## src/rtl/mux_cmd_ctrl.sv

```systemverilog
// Host command controller for the 4-in/16-out pin mux: parses UART command bytes,
// holds enable mask and pin map, streams reads back. MUX_CMD_ACK_EN adds ACK/NAK replies.
module mux_cmd_ctrl #(
  parameter int unsigned RX_TIMEOUT   = 2048,
  parameter logic [15:0] ENABLE_RESET = 16'hAA55,
  parameter logic [31:0] PINMAP_RESET = 32'h0000_0000
) (
  input  logic        clk,
  input  logic        rst,
  input  logic        rx_valid,
  input  logic [7:0]  rx_data,
  input  logic        tx_done,
  output logic        tx_start,
  output logic [7:0]  tx_data,
  output logic [15:0] enabled_out,
  output logic [31:0] selectors
);

  localparam int unsigned TW = $clog2(RX_TIMEOUT) + 1;
  localparam logic [TW-1:0] TMO_LAST = TW'(RX_TIMEOUT - 1);

  typedef enum logic [2:0] {
    S_IDLE,
    S_RX_ARGS,
    S_TX_LOAD,
    S_TX_WAIT_BUSY,
`ifdef MUX_CMD_ACK_EN
    S_ACK,
`endif
    S_TX_WAIT_DONE
  } state_t;

  state_t        state;
  logic [31:0]   shift_buf;
  logic [31:0]   stage;
  logic [2:0]    byte_cnt;
  logic          is_pinmap;
  logic [TW-1:0] tmo_cnt;
`ifdef MUX_CMD_ACK_EN
  logic [7:0]    ack_byte;
`endif

  logic [31:0] snap;
  logic [2:0]  snap_n;

  always_comb begin
    snap   = {enabled_out, 16'h0000};
    snap_n = 3'd2;
    if (rx_data == 8'h02) begin
      snap   = selectors;
      snap_n = 3'd4;
    end
  end

  always_ff @(posedge clk or posedge rst) begin
    if (rst) begin
      state       <= S_IDLE;
      shift_buf   <= '0;
      stage       <= '0;
      byte_cnt    <= '0;
      is_pinmap   <= 1'b0;
      tmo_cnt     <= '0;
      tx_start    <= 1'b0;
      tx_data     <= 8'hFF;
      enabled_out <= ENABLE_RESET;
      selectors   <= PINMAP_RESET;
`ifdef MUX_CMD_ACK_EN
      ack_byte    <= 8'h06;
`endif
    end else begin
      tx_start <= 1'b0;
      case (state)
        S_IDLE: begin
          if (rx_valid) begin
            case (rx_data)
              8'h01, 8'h02: begin
                // Launch the first byte on the command edge when the UART is already idle.
                if (tx_done) begin
                  tx_data   <= snap[31:24];
                  tx_start  <= 1'b1;
                  shift_buf <= {snap[23:0], 8'h00};
                  byte_cnt  <= snap_n - 3'd1;
                  state     <= S_TX_WAIT_BUSY;
                end else begin
                  shift_buf <= snap;
                  byte_cnt  <= snap_n;
                  state     <= S_TX_LOAD;
                end
              end
              8'h03, 8'h04: begin
                stage     <= '0;
                tmo_cnt   <= '0;
                is_pinmap <= (rx_data == 8'h04);
                byte_cnt  <= (rx_data == 8'h04) ? 3'd4 : 3'd2;
                state     <= S_RX_ARGS;
              end
              default: state <= S_IDLE;
            endcase
          end
        end

        S_RX_ARGS: begin
          if (tmo_cnt == TMO_LAST) begin
            stage <= '0;
`ifdef MUX_CMD_ACK_EN
            ack_byte <= 8'h15;
            state    <= S_ACK;
`else
            state    <= S_IDLE;
`endif
          end else if (rx_valid) begin
            stage    <= {stage[23:0], rx_data};
            tmo_cnt  <= '0;
            byte_cnt <= byte_cnt - 3'd1;
            if (byte_cnt == 3'd1) begin
              if (is_pinmap) selectors   <= {stage[23:0], rx_data};
              else           enabled_out <= {stage[7:0], rx_data};
`ifdef MUX_CMD_ACK_EN
              ack_byte <= 8'h06;
              state    <= S_ACK;
`else
              state    <= S_IDLE;
`endif
            end
          end else begin
            tmo_cnt <= tmo_cnt + TW'(1);
          end
        end

`ifdef MUX_CMD_ACK_EN
        S_ACK: begin
          shift_buf <= {ack_byte, 24'h000000};
          byte_cnt  <= 3'd1;
          state     <= S_TX_LOAD;
        end
`endif

        S_TX_LOAD: begin
          if (tx_done) begin
            tx_data   <= shift_buf[31:24];
            tx_start  <= 1'b1;
            shift_buf <= {shift_buf[23:0], 8'h00};
            byte_cnt  <= byte_cnt - 3'd1;
            state     <= S_TX_WAIT_BUSY;
          end
        end

        S_TX_WAIT_BUSY: begin
          if (!tx_done) state <= S_TX_WAIT_DONE;
        end

        S_TX_WAIT_DONE: begin
          if (tx_done) state <= (byte_cnt != 3'd0) ? S_TX_LOAD : S_IDLE;
        end

        default: state <= S_IDLE;
      endcase
    end
  end

endmodule
```

## config.mk

```make
export PLATFORM = sky130hd
export DESIGN_NAME = mux_cmd_ctrl
export DESIGN_NICKNAME = d
export VERILOG_FILES = /design/src/rtl/mux_cmd_ctrl.sv
export SDC_FILE = /design/constraint.sdc
export NUM_CORES = 1
export LEC_CHECK = 0
export ABC_AREA = 1
export ABC_CLOCK_PERIOD_IN_PS = 12700
export CELL_PAD_IN_SITES_DETAIL_PLACEMENT = 1
export CELL_PAD_IN_SITES_GLOBAL_PLACEMENT = 1
export CORE_ASPECT_RATIO = 0.9
export CORE_MARGIN = 1
export CORE_UTILIZATION = 40
export DETAILED_ROUTE_END_ITERATION = 12
export PLACE_DENSITY = 0.75
export SYNTH_ARGS = -nofsm -noshare
export SYNTH_HDL_FRONTEND = slang
export SYNTH_SLANG_ARGS = --single-unit
```

## constraint.sdc

```tcl
create_clock -name clk -period 12.7 [get_ports clk]
set_input_delay 3.81 -clock clk [delete_from_list [all_inputs] [get_ports clk]]
set_output_delay 3.81 -clock clk [all_outputs]
set_load 0.05 [all_outputs]
```

==> impl_results.md <==
- Post-detailed-route wirelength per cell: 17.2 um
- Max-cap viol count: 0
- Total negative slack: 0 ns
- Placed Cells: 1214
- Hold Vio Cnt, Final: 0
- Seq/Total Area, Yosys: 0.468
- Place WS: 6.22 ns
- Slew headroom: 0.366
- Layout Cells excl Fill: 1246
- Worst-path clk slew: 0.07 ns
- Met2 usage: 0.400
- Area fraction of the dominant cell type after synthesis: 0.408
- Post-CTS Setup Repair Bufs: 0
- CP Max Fanout: 25
- Synth Register Bits: 132
- CP Data Arrival Time: 6.41 ns
- Total grt overflow: 0
- Period utilization: 0.480
- Layout cells sized above 1: 0.0959
- CP startpoint: rx_data[4]
- R2R Setup Slk: 10.13 ns
- Post-CTS sizing: 0
- Die height: 128 um
- Initial antenna violation count: 0
- Worst Reg-to-Reg Cells: 8
- Ys flop type: dfrtp_1
- Vias: 6368
- Gate power share: 0.313
- Clk pwr share: 0.323
- Hold_buf cts: 0
- Net Sw Power: 0.641 mW
- Switching share of power: 0.399
- Routability cong.: 0.818
- Post-Syn Nets: 967
- Max Root-Sink Buffers: 2
- Met1 usage: 0.351
- Site row count: 45
- Mean Syn Cell Area: 7.48 sq um
- Largest area contributor in the netlist: dfrtp_1
- Final WS setup: 6.61 ns
- Clock Latency Late Sink: 0.43 ns
- Vias per cell: 5.11
- Cell area after placement: 7820 sq um
- Sequential fraction of design power: 0.364
- DIE AREA: 18300 sq um
- Largest net degree at the start of global routing: 83
- Worst Tran Pin Value: 0.947 ns
- YS warnings: 0
- Port Buffer Count: 68
- Core Region: 17100 sq um
- Fin crit period: 6.09 ns
- Die width: 143 um
- Syn Inst Count: 950
- Cell Area, Synth: 7110 sq um
- Antenna Violating Nets Remaining: 0
- CTS tree: built
- Vias in the first global route: 6435
- Post-synth EDFFs: 0
- Global-route wire length before repair: 34900 um
- Final instance area: 8430 sq um
- Critical Path End Type: flop
- Hold Slack: 0.459 ns
- RSZ-0062 raised after global routing: false
- CTS Root Cell: clkbuf_16
- I/O pins: 69
- Initial Utilization: 0.415
- First-iteration detailed-routing DRC count: 383
- Pwr Density: 191 nW/um^2
- Num Clock Sinks: 132
- Post-synth top cells: 333 x nand2_1, 124 x nand3_1, 116 x dfrtp_1, 96 x nor2_1, 84 x inv_1
- Outcome: complete, no violations
- Startpoint type of the worst setup path: primary input
- Crit Reg-Reg Endpoint: stage[0]
- Num CTS Buffers: 17
- Hold wc startpoint: tx_data[5]
- Post-DP HPWL: 15000 um
- Number of antenna diodes: 0
- Final Setup Violations: 0
- GRT Max-Usage Layer: met2
- Crit Path Class: in2reg
- Clock skew: 0.0111 ns
- Yosys cell types: 37
- RR Startpoint: tmo_cnt[0]
- Critical Path RT: 13.02 ns
- CTS H-tree depth: 4
- All-Layer GR Usage: 0.253
- Peak supply drop: 0.113 mV
- Largest cells by area after synthesis: dfrtp_1 41%, nand2_1 18%, nand3_1 8.7%
- Most common cell in the netlist: nand2_1
- Routed WL: 21400 um
- Achievable frequency: 164 MHz
- Slew Limit Fails: 0
- Min-Delay Path Class: reg2reg
- Critical Path End: stage[0]
- DR DRC count: 0
- Met3 Use GR: 0.0517
- Leak Pwr: 4.00 nW
- Ys async rst share: 1.00
- Nets: 1015
- Internal power: 0.966 mW
- Drt first pass iters: 5
- Area grow syn2layout: 18.6%
- Fill cells: 2166
-- power groups by stage --
stage               logic, mW  registers [mW]  clock network, mW
floorplan               0.254           0.691                  0
global placement        0.494           0.588                  0
detailed placement      0.502           0.592                  0
CTS                     0.506           0.586              0.525
global route            0.554           0.597              0.545
finish                  0.503           0.586              0.519
-- stage by stage --
step | utilization | power, mW
after floorplan | - | 0.945
after global placement | 0.457 | 1.08
after detailed placement | 0.457 | 1.09
after CTS | 0.493 | 1.62
after global routing | 0.493 | 1.70
final | 0.493 | 1.61
-- placed cells by master (no fill, tap or decap), types with 5 or more instances in the layout --
cell type / netlist / final
inv_2: 7 / 7
inv_6: 0 / 7
nand3_1: 124 / 124
o21ai_0: 34 / 34
or2_2: 5 / 5
nand2_1: 333 / 333
a21oi_1: 13 / 13
ha_1: 5 / 5
inv_8: 0 / 5
inv_1: 84 / 83
nand4_1: 12 / 12
clkbuf_16: 0 / 17
o21ai_2: 8 / 8
dfstp_2: 16 / 16
nor2_1: 96 / 96
dfrtp_1: 116 / 116
o21ai_1: 24 / 24
clkdlybuf4s50_1: 0 / 68
-- cell families after synthesis --
logic type / Yosys count / synth area share
buffers and inverters: 135 / 0.0900
flip-flops: 132 / 0.468
XOR/XNOR: 1 / 0.00123
adder cells (fa/ha/maj): 5 / 0.00880
AO/OA/AOI/OAI: 85 / 0.0702
AND/OR/NAND/NOR: 592 / 0.362
-- flip-flops by register name (all words and copies together), names as in the netlist, 3 cells and up --
name	count
byte_cnt	3
enabled_out	16
selectors	32
shift_buf	32
stage	24
state	3
tmo_cnt	12
tx_data	8
-- routing by layer --
metal / share of wire / vias to the layer above / routed length [um]
met1: 0.48 / 3118 / 10400
met4: 0.014 / 0 / 303
met2: 0.46 / 126 / 9920
met3: 0.039 / 17 / 843
li1: - / 3107 / -
met5: 0 / - / 0
-- final cells by class --
cell class,count,area (sq um),area share
sequential,132,3320,0.394
multi-input combinational,683,3140,0.373
timing repair buffer,71,703,0.0834
clock buffer,17,425,0.0505
inverter,93,358,0.0424
tap,235,294,0.0349
clock inverter,15,184,0.0218
-- worst max-delay path, cell delays in order --
cell and delay, ns:
clkdlybuf4s50_1 0.42, nor2_1 0.10, nand2_1 0.15, inv_1 0.50, nand2_1 0.24, nand2_1 0.17
nand2_1 0.08, nand2_2 0.39, nand2_4 0.29, nand2_1 0.17, nand2_1 0.06
-- worst min-delay path by stage --
stage	to	slack, ns	depth (start not counted)
finish	tx_data[5]	0.46	2
global route	tx_data[5]	0.48	2
CTS	tx_data[5]	0.46	2
detailed placement	tx_data[5]	0.45	2
global placement	stage[13]	0.45	2
floorplan	stage[0]	0.44	2
Note: power is estimated with default switching activity, not from simulation.
